### src/rtl/id_decode_queue_pkg.sv
`default_nettype none
// ============================================================================
// Module   : id_decode_queue_pkg
// Purpose  : uop field layout, decode enums and the uop pack helper shared
//            by the decode queue and its per-slot packer.
// Revision : 1.0 - initial parametrised decode queue
// ============================================================================
package id_decode_queue_pkg;

   localparam int IMM_W         = 32;
   localparam int REG_W         = 5;
   localparam int SRC_SEL_W     = 2;
   localparam int ALU_OP_W      = 4;
   localparam int RS_ENT_W      = 2;
   localparam int DMEM_SIZE_W   = 2;
   localparam int DMEM_TYPE_W   = 2;
   localparam int MD_OP_W       = 2;
   localparam int MD_OUT_SEL_W  = 2;
   localparam int IMM_TYPE_W    = 3;

   localparam int IMM_OFF         = 0;
   localparam int RS1_OFF         = IMM_OFF + IMM_W;
   localparam int RS2_OFF         = RS1_OFF + REG_W;
   localparam int RD_OFF          = RS2_OFF + REG_W;
   localparam int SRC_A_SEL_OFF   = RD_OFF + REG_W;
   localparam int SRC_B_SEL_OFF   = SRC_A_SEL_OFF + SRC_SEL_W;
   localparam int WR_REG_OFF      = SRC_B_SEL_OFF + SRC_SEL_W;
   localparam int USES_RS1_OFF    = WR_REG_OFF + 1;
   localparam int USES_RS2_OFF    = USES_RS1_OFF + 1;
   localparam int ILLEGAL_OFF     = USES_RS2_OFF + 1;
   localparam int ALU_OP_OFF      = ILLEGAL_OFF + 1;
   localparam int RS_ENT_OFF      = ALU_OP_OFF + ALU_OP_W;
   localparam int DMEM_SIZE_OFF   = RS_ENT_OFF + RS_ENT_W;
   localparam int DMEM_TYPE_OFF   = DMEM_SIZE_OFF + DMEM_SIZE_W;
   localparam int MD_OP_OFF       = DMEM_TYPE_OFF + DMEM_TYPE_W;
   localparam int MD_A_SIGNED_OFF = MD_OP_OFF + MD_OP_W;
   localparam int MD_B_SIGNED_OFF = MD_A_SIGNED_OFF + 1;
   localparam int MD_OUT_SEL_OFF  = MD_B_SIGNED_OFF + 1;
   localparam int IMM_TYPE_OFF    = MD_OUT_SEL_OFF + MD_OUT_SEL_W;
   localparam int UOP_W           = IMM_TYPE_OFF + IMM_TYPE_W;

   localparam logic [6:0] OPC_LUI      = 7'b0110111;
   localparam logic [6:0] OPC_AUIPC    = 7'b0010111;
   localparam logic [6:0] OPC_JAL      = 7'b1101111;
   localparam logic [6:0] OPC_JALR     = 7'b1100111;
   localparam logic [6:0] OPC_BRANCH   = 7'b1100011;
   localparam logic [6:0] OPC_LOAD     = 7'b0000011;
   localparam logic [6:0] OPC_STORE    = 7'b0100011;
   localparam logic [6:0] OPC_OP_IMM   = 7'b0010011;
   localparam logic [6:0] OPC_OP       = 7'b0110011;
   localparam logic [6:0] OPC_MISC_MEM = 7'b0001111;

   // ALU ops are {alt, funct3}; branch uops reuse the field as {1, funct3}
   // and are told apart by their RS_BR entry.
   localparam logic [3:0] ALU_ADD = 4'h0;

   typedef enum logic [2:0] {
      IMM_NONE = 3'd0,
      IMM_I    = 3'd1,
      IMM_S    = 3'd2,
      IMM_B    = 3'd3,
      IMM_U    = 3'd4,
      IMM_J    = 3'd5
   } imm_type_e;

   typedef enum logic [1:0] {SRC_A_RS1 = 2'd0, SRC_A_PC = 2'd1, SRC_A_ZERO = 2'd2} src_a_e;
   typedef enum logic [1:0] {SRC_B_RS2 = 2'd0, SRC_B_IMM = 2'd1, SRC_B_FOUR = 2'd2} src_b_e;
   typedef enum logic [1:0] {RS_ALU = 2'd0, RS_MEM = 2'd1, RS_MD = 2'd2, RS_BR = 2'd3} rs_ent_e;
   typedef enum logic [1:0] {DMEM_NONE = 2'd0, DMEM_LOAD = 2'd1, DMEM_LOADU = 2'd2, DMEM_STORE = 2'd3} dmem_type_e;
   typedef enum logic [1:0] {MD_MUL = 2'd0, MD_DIV = 2'd1, MD_REM = 2'd2} md_op_e;

   typedef struct packed {
      logic [IMM_W-1:0]        imm;
      logic [REG_W-1:0]        rs1;
      logic [REG_W-1:0]        rs2;
      logic [REG_W-1:0]        rd;
      src_a_e                  src_a_sel;
      src_b_e                  src_b_sel;
      logic                    wr_reg;
      logic                    uses_rs1;
      logic                    uses_rs2;
      logic                    illegal;
      logic [ALU_OP_W-1:0]     alu_op;
      rs_ent_e                 rs_ent;
      logic [DMEM_SIZE_W-1:0]  dmem_size;
      dmem_type_e              dmem_type;
      md_op_e                  md_op;
      logic                    md_a_signed;
      logic                    md_b_signed;
      logic [MD_OUT_SEL_W-1:0] md_out_sel;
      imm_type_e               imm_type;
   } uop_t;

   function automatic logic [UOP_W-1:0] pack_uop(input uop_t u);
      logic [UOP_W-1:0] v;
      v = '0;
      v[IMM_OFF        +: IMM_W]        = u.imm;
      v[RS1_OFF        +: REG_W]        = u.rs1;
      v[RS2_OFF        +: REG_W]        = u.rs2;
      v[RD_OFF         +: REG_W]        = u.rd;
      v[SRC_A_SEL_OFF  +: SRC_SEL_W]    = u.src_a_sel;
      v[SRC_B_SEL_OFF  +: SRC_SEL_W]    = u.src_b_sel;
      v[WR_REG_OFF]                     = u.wr_reg;
      v[USES_RS1_OFF]                   = u.uses_rs1;
      v[USES_RS2_OFF]                   = u.uses_rs2;
      v[ILLEGAL_OFF]                    = u.illegal;
      v[ALU_OP_OFF     +: ALU_OP_W]     = u.alu_op;
      v[RS_ENT_OFF     +: RS_ENT_W]     = u.rs_ent;
      v[DMEM_SIZE_OFF  +: DMEM_SIZE_W]  = u.dmem_size;
      v[DMEM_TYPE_OFF  +: DMEM_TYPE_W]  = u.dmem_type;
      v[MD_OP_OFF      +: MD_OP_W]      = u.md_op;
      v[MD_A_SIGNED_OFF]                = u.md_a_signed;
      v[MD_B_SIGNED_OFF]                = u.md_b_signed;
      v[MD_OUT_SEL_OFF +: MD_OUT_SEL_W] = u.md_out_sel;
      v[IMM_TYPE_OFF   +: IMM_TYPE_W]   = u.imm_type;
      return v;
   endfunction

endpackage
`default_nettype wire

### src/rtl/id_decode_queue_uop_packer.sv
`default_nettype none
// ============================================================================
// Module   : id_uop_packer
// Purpose  : One decode slot: RV32IM decoder, immediate decoder, uop packing.
// Revision : 1.0 - initial parametrised decode queue
// ============================================================================
module id_uop_packer
   import id_decode_queue_pkg::*;
(
   input  logic [31:0]      i_inst,
   output logic [UOP_W-1:0] o_uop,
   output logic             o_illegal
);

   logic [6:0]  w_opcode;
   logic [2:0]  w_f3;
   logic [6:0]  w_f7;
   uop_t        w_dec;
   uop_t        w_uop;
   logic [31:0] w_imm;

   assign w_opcode = i_inst[6:0];
   assign w_f3     = i_inst[14:12];
   assign w_f7     = i_inst[31:25];

   always_comb begin
      w_dec           = '0;
      w_dec.rs1       = i_inst[19:15];
      w_dec.rs2       = i_inst[24:20];
      w_dec.rd        = i_inst[11:7];
      w_dec.src_a_sel = SRC_A_RS1;
      w_dec.src_b_sel = SRC_B_RS2;
      w_dec.rs_ent    = RS_ALU;
      w_dec.dmem_type = DMEM_NONE;
      w_dec.md_op     = MD_MUL;
      w_dec.imm_type  = IMM_NONE;
      w_dec.alu_op    = ALU_ADD;
      case (w_opcode)
         OPC_LUI, OPC_AUIPC: begin
            w_dec.wr_reg    = 1'b1;
            w_dec.imm_type  = IMM_U;
            w_dec.src_a_sel = (w_opcode == OPC_LUI) ? SRC_A_ZERO : SRC_A_PC;
            w_dec.src_b_sel = SRC_B_IMM;
         end
         OPC_JAL, OPC_JALR: begin
            w_dec.wr_reg    = 1'b1;
            w_dec.uses_rs1  = (w_opcode == OPC_JALR);
            w_dec.imm_type  = (w_opcode == OPC_JALR) ? IMM_I : IMM_J;
            w_dec.src_a_sel = SRC_A_PC;
            w_dec.src_b_sel = SRC_B_FOUR;
            w_dec.rs_ent    = RS_BR;
            w_dec.illegal   = (w_opcode == OPC_JALR) && (w_f3 != 3'd0);
         end
         OPC_BRANCH: begin
            w_dec.uses_rs1  = 1'b1;
            w_dec.uses_rs2  = 1'b1;
            w_dec.imm_type  = IMM_B;
            w_dec.src_a_sel = SRC_A_PC;
            w_dec.src_b_sel = SRC_B_IMM;
            w_dec.rs_ent    = RS_BR;
            w_dec.alu_op    = {1'b1, w_f3};
            w_dec.illegal   = (w_f3[2:1] == 2'b01);
         end
         OPC_LOAD: begin
            w_dec.wr_reg    = 1'b1;
            w_dec.uses_rs1  = 1'b1;
            w_dec.imm_type  = IMM_I;
            w_dec.src_b_sel = SRC_B_IMM;
            w_dec.rs_ent    = RS_MEM;
            w_dec.dmem_size = w_f3[1:0];
            w_dec.dmem_type = w_f3[2] ? DMEM_LOADU : DMEM_LOAD;
            w_dec.illegal   = (w_f3 == 3'd3) || (w_f3[2:1] == 2'b11);
         end
         OPC_STORE: begin
            w_dec.uses_rs1  = 1'b1;
            w_dec.uses_rs2  = 1'b1;
            w_dec.imm_type  = IMM_S;
            w_dec.src_b_sel = SRC_B_IMM;
            w_dec.rs_ent    = RS_MEM;
            w_dec.dmem_size = w_f3[1:0];
            w_dec.dmem_type = DMEM_STORE;
            w_dec.illegal   = (w_f3 > 3'd2);
         end
         OPC_OP_IMM: begin
            w_dec.wr_reg    = 1'b1;
            w_dec.uses_rs1  = 1'b1;
            w_dec.imm_type  = IMM_I;
            w_dec.src_b_sel = SRC_B_IMM;
            w_dec.alu_op    = {(w_f3 == 3'd5) && i_inst[30], w_f3};
            w_dec.illegal   = ((w_f3 == 3'd1) && (w_f7 != 7'h00)) ||
                              ((w_f3 == 3'd5) && (w_f7 != 7'h00) && (w_f7 != 7'h20));
         end
         OPC_OP: begin
            w_dec.wr_reg    = 1'b1;
            w_dec.uses_rs1  = 1'b1;
            w_dec.uses_rs2  = 1'b1;
            if (w_f7 == 7'h01) begin
               w_dec.rs_ent      = RS_MD;
               w_dec.md_op       = w_f3[2] ? (w_f3[1] ? MD_REM : MD_DIV) : MD_MUL;
               w_dec.md_a_signed = w_f3[2] ? ~w_f3[0] : (w_f3 != 3'd3);
               w_dec.md_b_signed = w_f3[2] ? ~w_f3[0] : (w_f3[2:1] == 2'b00);
               w_dec.md_out_sel  = {1'b0, ~w_f3[2] && (w_f3[1:0] != 2'b00)};
            end else begin
               w_dec.alu_op  = {w_f7[5], w_f3};
               w_dec.illegal = (w_f7 != 7'h00) &&
                               !((w_f7 == 7'h20) && ((w_f3 == 3'd0) || (w_f3 == 3'd5)));
            end
         end
         OPC_MISC_MEM: ;
         // SYSTEM/CSR and anything unknown trap through the illegal path
         default: w_dec.illegal = 1'b1;
      endcase
      if (w_dec.illegal) begin
         w_dec         = '0;
         w_dec.illegal = 1'b1;
      end
   end

   always_comb begin
      case (w_dec.imm_type)
         IMM_I:   w_imm = {{20{i_inst[31]}}, i_inst[31:20]};
         IMM_S:   w_imm = {{20{i_inst[31]}}, i_inst[31:25], i_inst[11:7]};
         IMM_B:   w_imm = {{19{i_inst[31]}}, i_inst[31], i_inst[7], i_inst[30:25], i_inst[11:8], 1'b0};
         IMM_U:   w_imm = {i_inst[31:12], 12'h000};
         IMM_J:   w_imm = {{11{i_inst[31]}}, i_inst[31], i_inst[19:12], i_inst[20], i_inst[30:21], 1'b0};
         default: w_imm = '0;
      endcase
   end

   always_comb begin
      w_uop     = w_dec;
      w_uop.imm = w_imm;
   end

   assign o_uop     = pack_uop(w_uop);
   assign o_illegal = w_dec.illegal;

endmodule
`default_nettype wire

### src/rtl/id_decode_queue.sv
`default_nettype none
// ============================================================================
// Module   : id_decode_queue
// Purpose  : Decodes DEC_WIDTH RV32 slots per bundle into a DEPTH-entry FIFO
//            with valid/ready on both sides. ID_BYPASS_EN adds empty bypass.
// Revision : 1.0 - initial parametrised decode queue
// ============================================================================
module id_decode_queue
   import id_decode_queue_pkg::*;
#(
   parameter int DEC_WIDTH = 2,
   parameter int DEPTH     = 4,
   parameter int PTR_W     = $clog2(DEPTH)
) (
   input  logic                       clk_i,
   input  logic                       reset_i,
   input  logic                       kill_i,
   input  logic                       if_valid_i,
   output logic                       if_ready_o,
   input  logic [DEC_WIDTH*32-1:0]    if_inst_i,
   input  logic [DEC_WIDTH-1:0]       if_mask_i,
   input  logic [31:0]                if_pc_i,
   output logic                       dp_valid_o,
   input  logic                       dp_ready_i,
   output logic [DEC_WIDTH*UOP_W-1:0] dp_uop_o,
   output logic [DEC_WIDTH-1:0]       dp_mask_o,
   output logic [31:0]                dp_pc_o,
   output logic [PTR_W:0]             dp_count_o
);

   localparam int BUN_W = DEC_WIDTH * UOP_W;

   logic [BUN_W-1:0]     w_uop;
   logic [DEC_WIDTH-1:0] w_illegal;
   logic [DEC_WIDTH-1:0] w_mask;
   logic                 w_cut;

   generate
      for (genvar g = 0; g < DEC_WIDTH; g++) begin : g_slot
         id_uop_packer u_packer (
            .i_inst    (if_inst_i[g*32 +: 32]),
            .o_uop     (w_uop[g*UOP_W +: UOP_W]),
            .o_illegal (w_illegal[g])
         );
      end
   endgenerate

   // The first valid illegal slot survives so dispatch can trap on it;
   // everything younger in the bundle is dropped.
   always_comb begin
      w_mask = if_mask_i;
      w_cut  = 1'b0;
      for (int i = 0; i < DEC_WIDTH; i++) begin
         if (w_cut) begin
            w_mask[i] = 1'b0;
         end else if (if_mask_i[i] && w_illegal[i]) begin
            w_cut = 1'b1;
         end
      end
   end

   logic [BUN_W-1:0]     r_mem_uop  [DEPTH];
   logic [DEC_WIDTH-1:0] r_mem_mask [DEPTH];
   logic [31:0]          r_mem_pc   [DEPTH];

   logic [PTR_W-1:0]     r_rd_ptr, r_wr_ptr, w_rd_nxt, w_wr_nxt;
   logic [PTR_W:0]       r_count, w_cnt_nxt;
   logic [BUN_W-1:0]     r_head_uop;
   logic [DEC_WIDTH-1:0] r_head_mask;
   logic [31:0]          r_head_pc;
   logic                 w_full, w_has_head, w_bypass, w_push, w_pop;

   assign w_full     = (r_count == (PTR_W+1)'(DEPTH));
   assign w_has_head = (r_count != '0);
   assign if_ready_o = ~w_full & ~reset_i;

`ifdef ID_BYPASS_EN
   assign w_bypass = ~w_has_head & if_valid_i & if_ready_o & (|if_mask_i) & dp_ready_i & ~kill_i;
`else
   assign w_bypass = 1'b0;
`endif

   assign w_push = if_valid_i & if_ready_o & ~kill_i & (|if_mask_i) & ~w_bypass;
   assign w_pop  = w_has_head & dp_ready_i & ~kill_i;

   always_comb begin
      w_rd_nxt  = r_rd_ptr + PTR_W'(w_pop);
      w_wr_nxt  = r_wr_ptr + PTR_W'(w_push);
      w_cnt_nxt = r_count + (PTR_W+1)'(w_push) - (PTR_W+1)'(w_pop);
      if (kill_i) begin
         w_rd_nxt  = '0;
         w_wr_nxt  = '0;
         w_cnt_nxt = '0;
      end
   end

   always_ff @(posedge clk_i) begin
      if (w_push) begin
         r_mem_uop[r_wr_ptr]  <= w_uop;
         r_mem_mask[r_wr_ptr] <= w_mask;
         r_mem_pc[r_wr_ptr]   <= if_pc_i;
      end
   end

   // Head registers preload the next head so dp_* never see the RAM read path;
   // a bundle written this edge becomes head straight from the input.
   always_ff @(posedge clk_i or posedge reset_i) begin
      if (reset_i) begin
         r_rd_ptr    <= '0;
         r_wr_ptr    <= '0;
         r_count     <= '0;
         r_head_uop  <= '0;
         r_head_mask <= '0;
         r_head_pc   <= '0;
      end else begin
         r_rd_ptr <= w_rd_nxt;
         r_wr_ptr <= w_wr_nxt;
         r_count  <= w_cnt_nxt;
         if (w_cnt_nxt != '0) begin
            if (w_push && (w_rd_nxt == r_wr_ptr)) begin
               r_head_uop  <= w_uop;
               r_head_mask <= w_mask;
               r_head_pc   <= if_pc_i;
            end else begin
               r_head_uop  <= r_mem_uop[w_rd_nxt];
               r_head_mask <= r_mem_mask[w_rd_nxt];
               r_head_pc   <= r_mem_pc[w_rd_nxt];
            end
         end
      end
   end

   assign dp_count_o = r_count;

`ifdef ID_BYPASS_EN
   always_comb begin
      if (w_bypass) begin
         dp_valid_o = 1'b1;
         dp_uop_o   = w_uop;
         dp_mask_o  = w_mask;
         dp_pc_o    = if_pc_i;
      end else begin
         dp_valid_o = w_has_head;
         dp_uop_o   = r_head_uop;
         dp_mask_o  = w_has_head ? r_head_mask : '0;
         dp_pc_o    = r_head_pc;
      end
   end
`else
   assign dp_valid_o = w_has_head;
   assign dp_uop_o   = r_head_uop;
   assign dp_mask_o  = w_has_head ? r_head_mask : '0;
   assign dp_pc_o    = r_head_pc;
`endif

endmodule
`default_nettype wire

### config.mk
export PLATFORM = sky130hd
export DESIGN_NAME = id_decode_queue
export DESIGN_NICKNAME = d
export VERILOG_FILES = /design/src/rtl/id_decode_queue_pkg.sv /design/src/rtl/id_decode_queue_uop_packer.sv /design/src/rtl/id_decode_queue.sv
export SDC_FILE = /design/constraint.sdc
export NUM_CORES = 1
export LEC_CHECK = 0
export ABC_CLOCK_PERIOD_IN_PS = 17360
export BUFFER_PORTS_ARGS = -buffer_cell sky130_fd_sc_hd__buf_2
export CAP_MARGIN = 20
export CORE_MARGIN = 2
export CORE_UTILIZATION = 51
export CTS_CLUSTER_DIAMETER = 60
export DETAILED_ROUTE_END_ITERATION = 12
export GPL_ROUTABILITY_DRIVEN = 0
export PLACE_DENSITY_LB_ADDON = 0.12
export SYNTH_ARGS = -nofsm -noshare
export SYNTH_HDL_FRONTEND = slang
export SYNTH_SLANG_ARGS = --single-unit
### constraint.sdc
create_clock -name clk_i -period 17.36 [get_ports clk_i]
set_input_delay 3.472 -clock clk_i [delete_from_list [all_inputs] [get_ports clk_i]]
set_output_delay 3.472 -clock clk_i [all_outputs]
set_load 0.02 [all_outputs]
==> qor.csv <==
metric,value,unit
pwr-share-clk,31.3,%
powerDensity,149.1,nW/µm²
dp_hpwl,54.66,mm
cp_num_buf_inv,5,
synthAdderAreaFrac,0.1893,%
die_w,273.4,µm
relSlewSlack,26.22,%
synth_area_leader_cell,edfxtp_1,
grt_use_total,25.65,%
drt-wirelength-per-cell,26.01,µm
synth-simple-area-share,8.440,%
antenna_left,0,
total_power,6.313,mW
worstPathCellList,buf_2 -> nand2b_1 -> a2111oi_4 -> inv_1 -> ha_1 -> inv_1 -> ha_1 -> fa_1 -> xor3_1 -> nor2_1 -> nor3_2 -> buf_4 -> buf_4 -> a22oi_1 -> o41ai_1,
ctsResizeCount,0,
final_common_cell,edfxtp_1,
period_share,44.20,%
dieArea,74750,µm²
finalNonFillerCells,3690,
p_seq_share,43.5,%
finalHoldViolations,0,
comb_power_share,25.2,%
yosysSeqAreaShare,71.05,%
cts_buffers,95,
slowest_stage,buf_4,
maxCapViolations,0,
cts.reportedPaths.clkPinSlew,0.06,ns
synth_top_family_by_area,multiplexers,
hold_class,reg -> reg,
fmax,0.1303,GHz
setup_viol_count_final,0,
postCtsSetupBuffers,0,
drive_above_1_share,24.11,%
fin_hold_ws,0.4725,ns
p_sw,2.026,mW
netlist_instances,2415,
rows,98,
core-area,71730,µm²
port_buffers,287,
leakagePower,15.44,nW
peakVddDrop,0.0001328,V
fin_util,59.04,%
drc_errors,0,
start_util,51.60,%
cts_tree,yes,
synth_top_cell_area_share,58.41,%
endpoint_kind,flip-flop,
avgSynthCellArea,15.33,µm²
synth-warning-count,0,
via_count,22750,
grt_max_degree,126,
crit_arrival,8.19,ns
required,17.87,ns
muxShareOfSynthArea,9.654,%
hold_buffers,0,
status,finished clean,
ys_async_sr_fraction,20.62,%
drt_iter0_drc,2556,
synth_xor_area_share,0.2299,%
report.final.slew_viol_count,0,
ys_types,75,
synth_compound_area_share,7.839,%
synth.area.top_cells,"edfxtp_1 58%, dfrtp_1 13%, mux4_2 9.5%",
crit_family,buffers and inverters,
overflow,0,
cts_max_path_buffers,3,
swShare,32.09,%
worst_slew_pin_slew,1.107,ns
final_nets,2766,
rsz0062_at_grt,false,
fin_tns_setup,0,ns
cts.sinks,907,
fp.dieH,273.4,µm
cp-start-kind,input port,
p_int,4.287,mW
insertion_delay,0.64,ns
ios,290,
syn_to_final_growth,14.40,%
h-tree-depth,3,
fin_skew,0.03165,ns
drt-total-wl,95.98,mm
layout_common_cells,"720 x edfxtp_1, 287 x buf_2, 264 x nand2_1",
grt_pass1_wl,143.9,mm
grt_pass1_vias,22805,
ys_seq_elements,907,
antenna_found_initial,4,
crit_type,in -> reg,
firstDrtPassIters,6,
syn_area,37020,µm²
crit_path_max_fanout,66,
ctsRootBufferMaster,clkbuf_16,
dp.cells,3510,
layout_min_cycle_time,7.674,ns
synth_edf_count,720,
critPathMaxStageDelay,0.85,ns
vias_per_cell,6.165,
ys.flop_type,edfxtp_1,
cell type report:
cell class | instances | area [µm²]
Fill cell | 5569 | 29380
Sequential cell | 907 | 26300
Multi-Input combinational cell | 1283 | 9829
Clock buffer | 136 | 2703
Timing Repair Buffer | 323 | 1772
Tap cell | 950 | 1189
Clock inverter | 40 | 344.1
Inverter | 48 | 202.7
Antenna cell | 3 | 7.507
final timing paths:
| kind | from | to | slack, ns | depth (start not counted) |
|---|---|---|---|---|
| hold / removal | dp_uop_o[68] | dp_uop_o[68] | 0.47 | 2 |
| min in group asynchronous | reset_i | dp_pc_o[14] | 3.01 | 2 |
| hold reg to reg | dp_uop_o[68] | dp_uop_o[68] | 0.47 | 2 |
| setup / recovery | kill_i | dp_uop_o[52] | 9.69 | 15 |
| setup reg to reg | dp_count_o[0] | dp_uop_o[52] | 12.29 | 14 |
| max in group asynchronous | reset_i | dp_uop_o[63] | 12.93 | 3 |
power groups by stage:
stage	sequential [mW]	clock [mW]	combinational [mW]
after global routing	2.77	2.10	1.73
after floorplan	2.99	0	0.815
after CTS	2.75	2.01	1.61
final	2.75	1.98	1.59
after detailed placement	2.79	0	1.61
after global placement	2.79	0	1.57
state kept, by name, indices dropped and copies added, names as in the netlist:
signal,cells
r_mem_uop,584
dp_uop_o,146
r_mem_pc,128
dp_pc_o,32
r_mem_mask,8
dp_count_o,3
r_head_mask,2
r_rd_ptr,2
r_wr_ptr,2
synth_stat cells, types with 8 or more instances:
| cell type | number |
|---|---|
| a32oi_1 | 8 |
| a21o_1 | 23 |
| a22oi_1 | 51 |
| inv_1 | 46 |
| and3_1 | 52 |
| nand4b_1 | 8 |
| o31ai_1 | 21 |
| a31oi_1 | 100 |
| clkbuf_1 | 97 |
| and2_1 | 37 |
| nor2_1 | 147 |
| nand4_1 | 39 |
| buf_2 | 54 |
| nand3_1 | 38 |
| dfrtp_1 | 187 |
| nand2_1 | 265 |
| o22ai_1 | 19 |
| nor3_1 | 24 |
| edfxtp_1 | 720 |
| a21oi_1 | 118 |
| buf_1 | 19 |
| a22o_1 | 22 |
| o21ai_0 | 47 |
| mux4_2 | 156 |
| nor2b_1 | 11 |
worst min-delay path: cells and delay by family (launching register included):
family	cells	cell delay [ns]
flip-flops	1	0.33
AO/OA/AOI/OAI	1	0.06
AND/OR/NAND/NOR	1	0.04
metal layers:
layer / global-route usage [%] / up-vias / wire length [µm]
li1: - / 9845 / -
met1: 36.94 / 11767 / 40680
met2: 40.73 / 986 / 45920
met3: 4.167 / 150 / 7243
met4: 7.564 / 2 / 2119
met5: 0 / - / 12
stage by stage:
stage	instance area, µm²	setup slack (ns)
floorplan	37020	0.1199
global placement	39250	9.165
detailed placement	39280	9.113
CTS	42320	9.743
global route	42350	9.434
finish	42350	9.686
logic make-up (layout without fill, tap and decap cells):
group / after synthesis / in the layout
flip-flops: 907 / 907
buffers and inverters: 226 / 547
AO/OA/AOI/OAI: 446 / 446
AND/OR/NAND/NOR: 660 / 660
adder cells (fa/ha/maj): 5 / 5
other: 1 / 5
XOR/XNOR: 8 / 8
multiplexers: 162 / 162
Power figures use the tool's default switching activity.
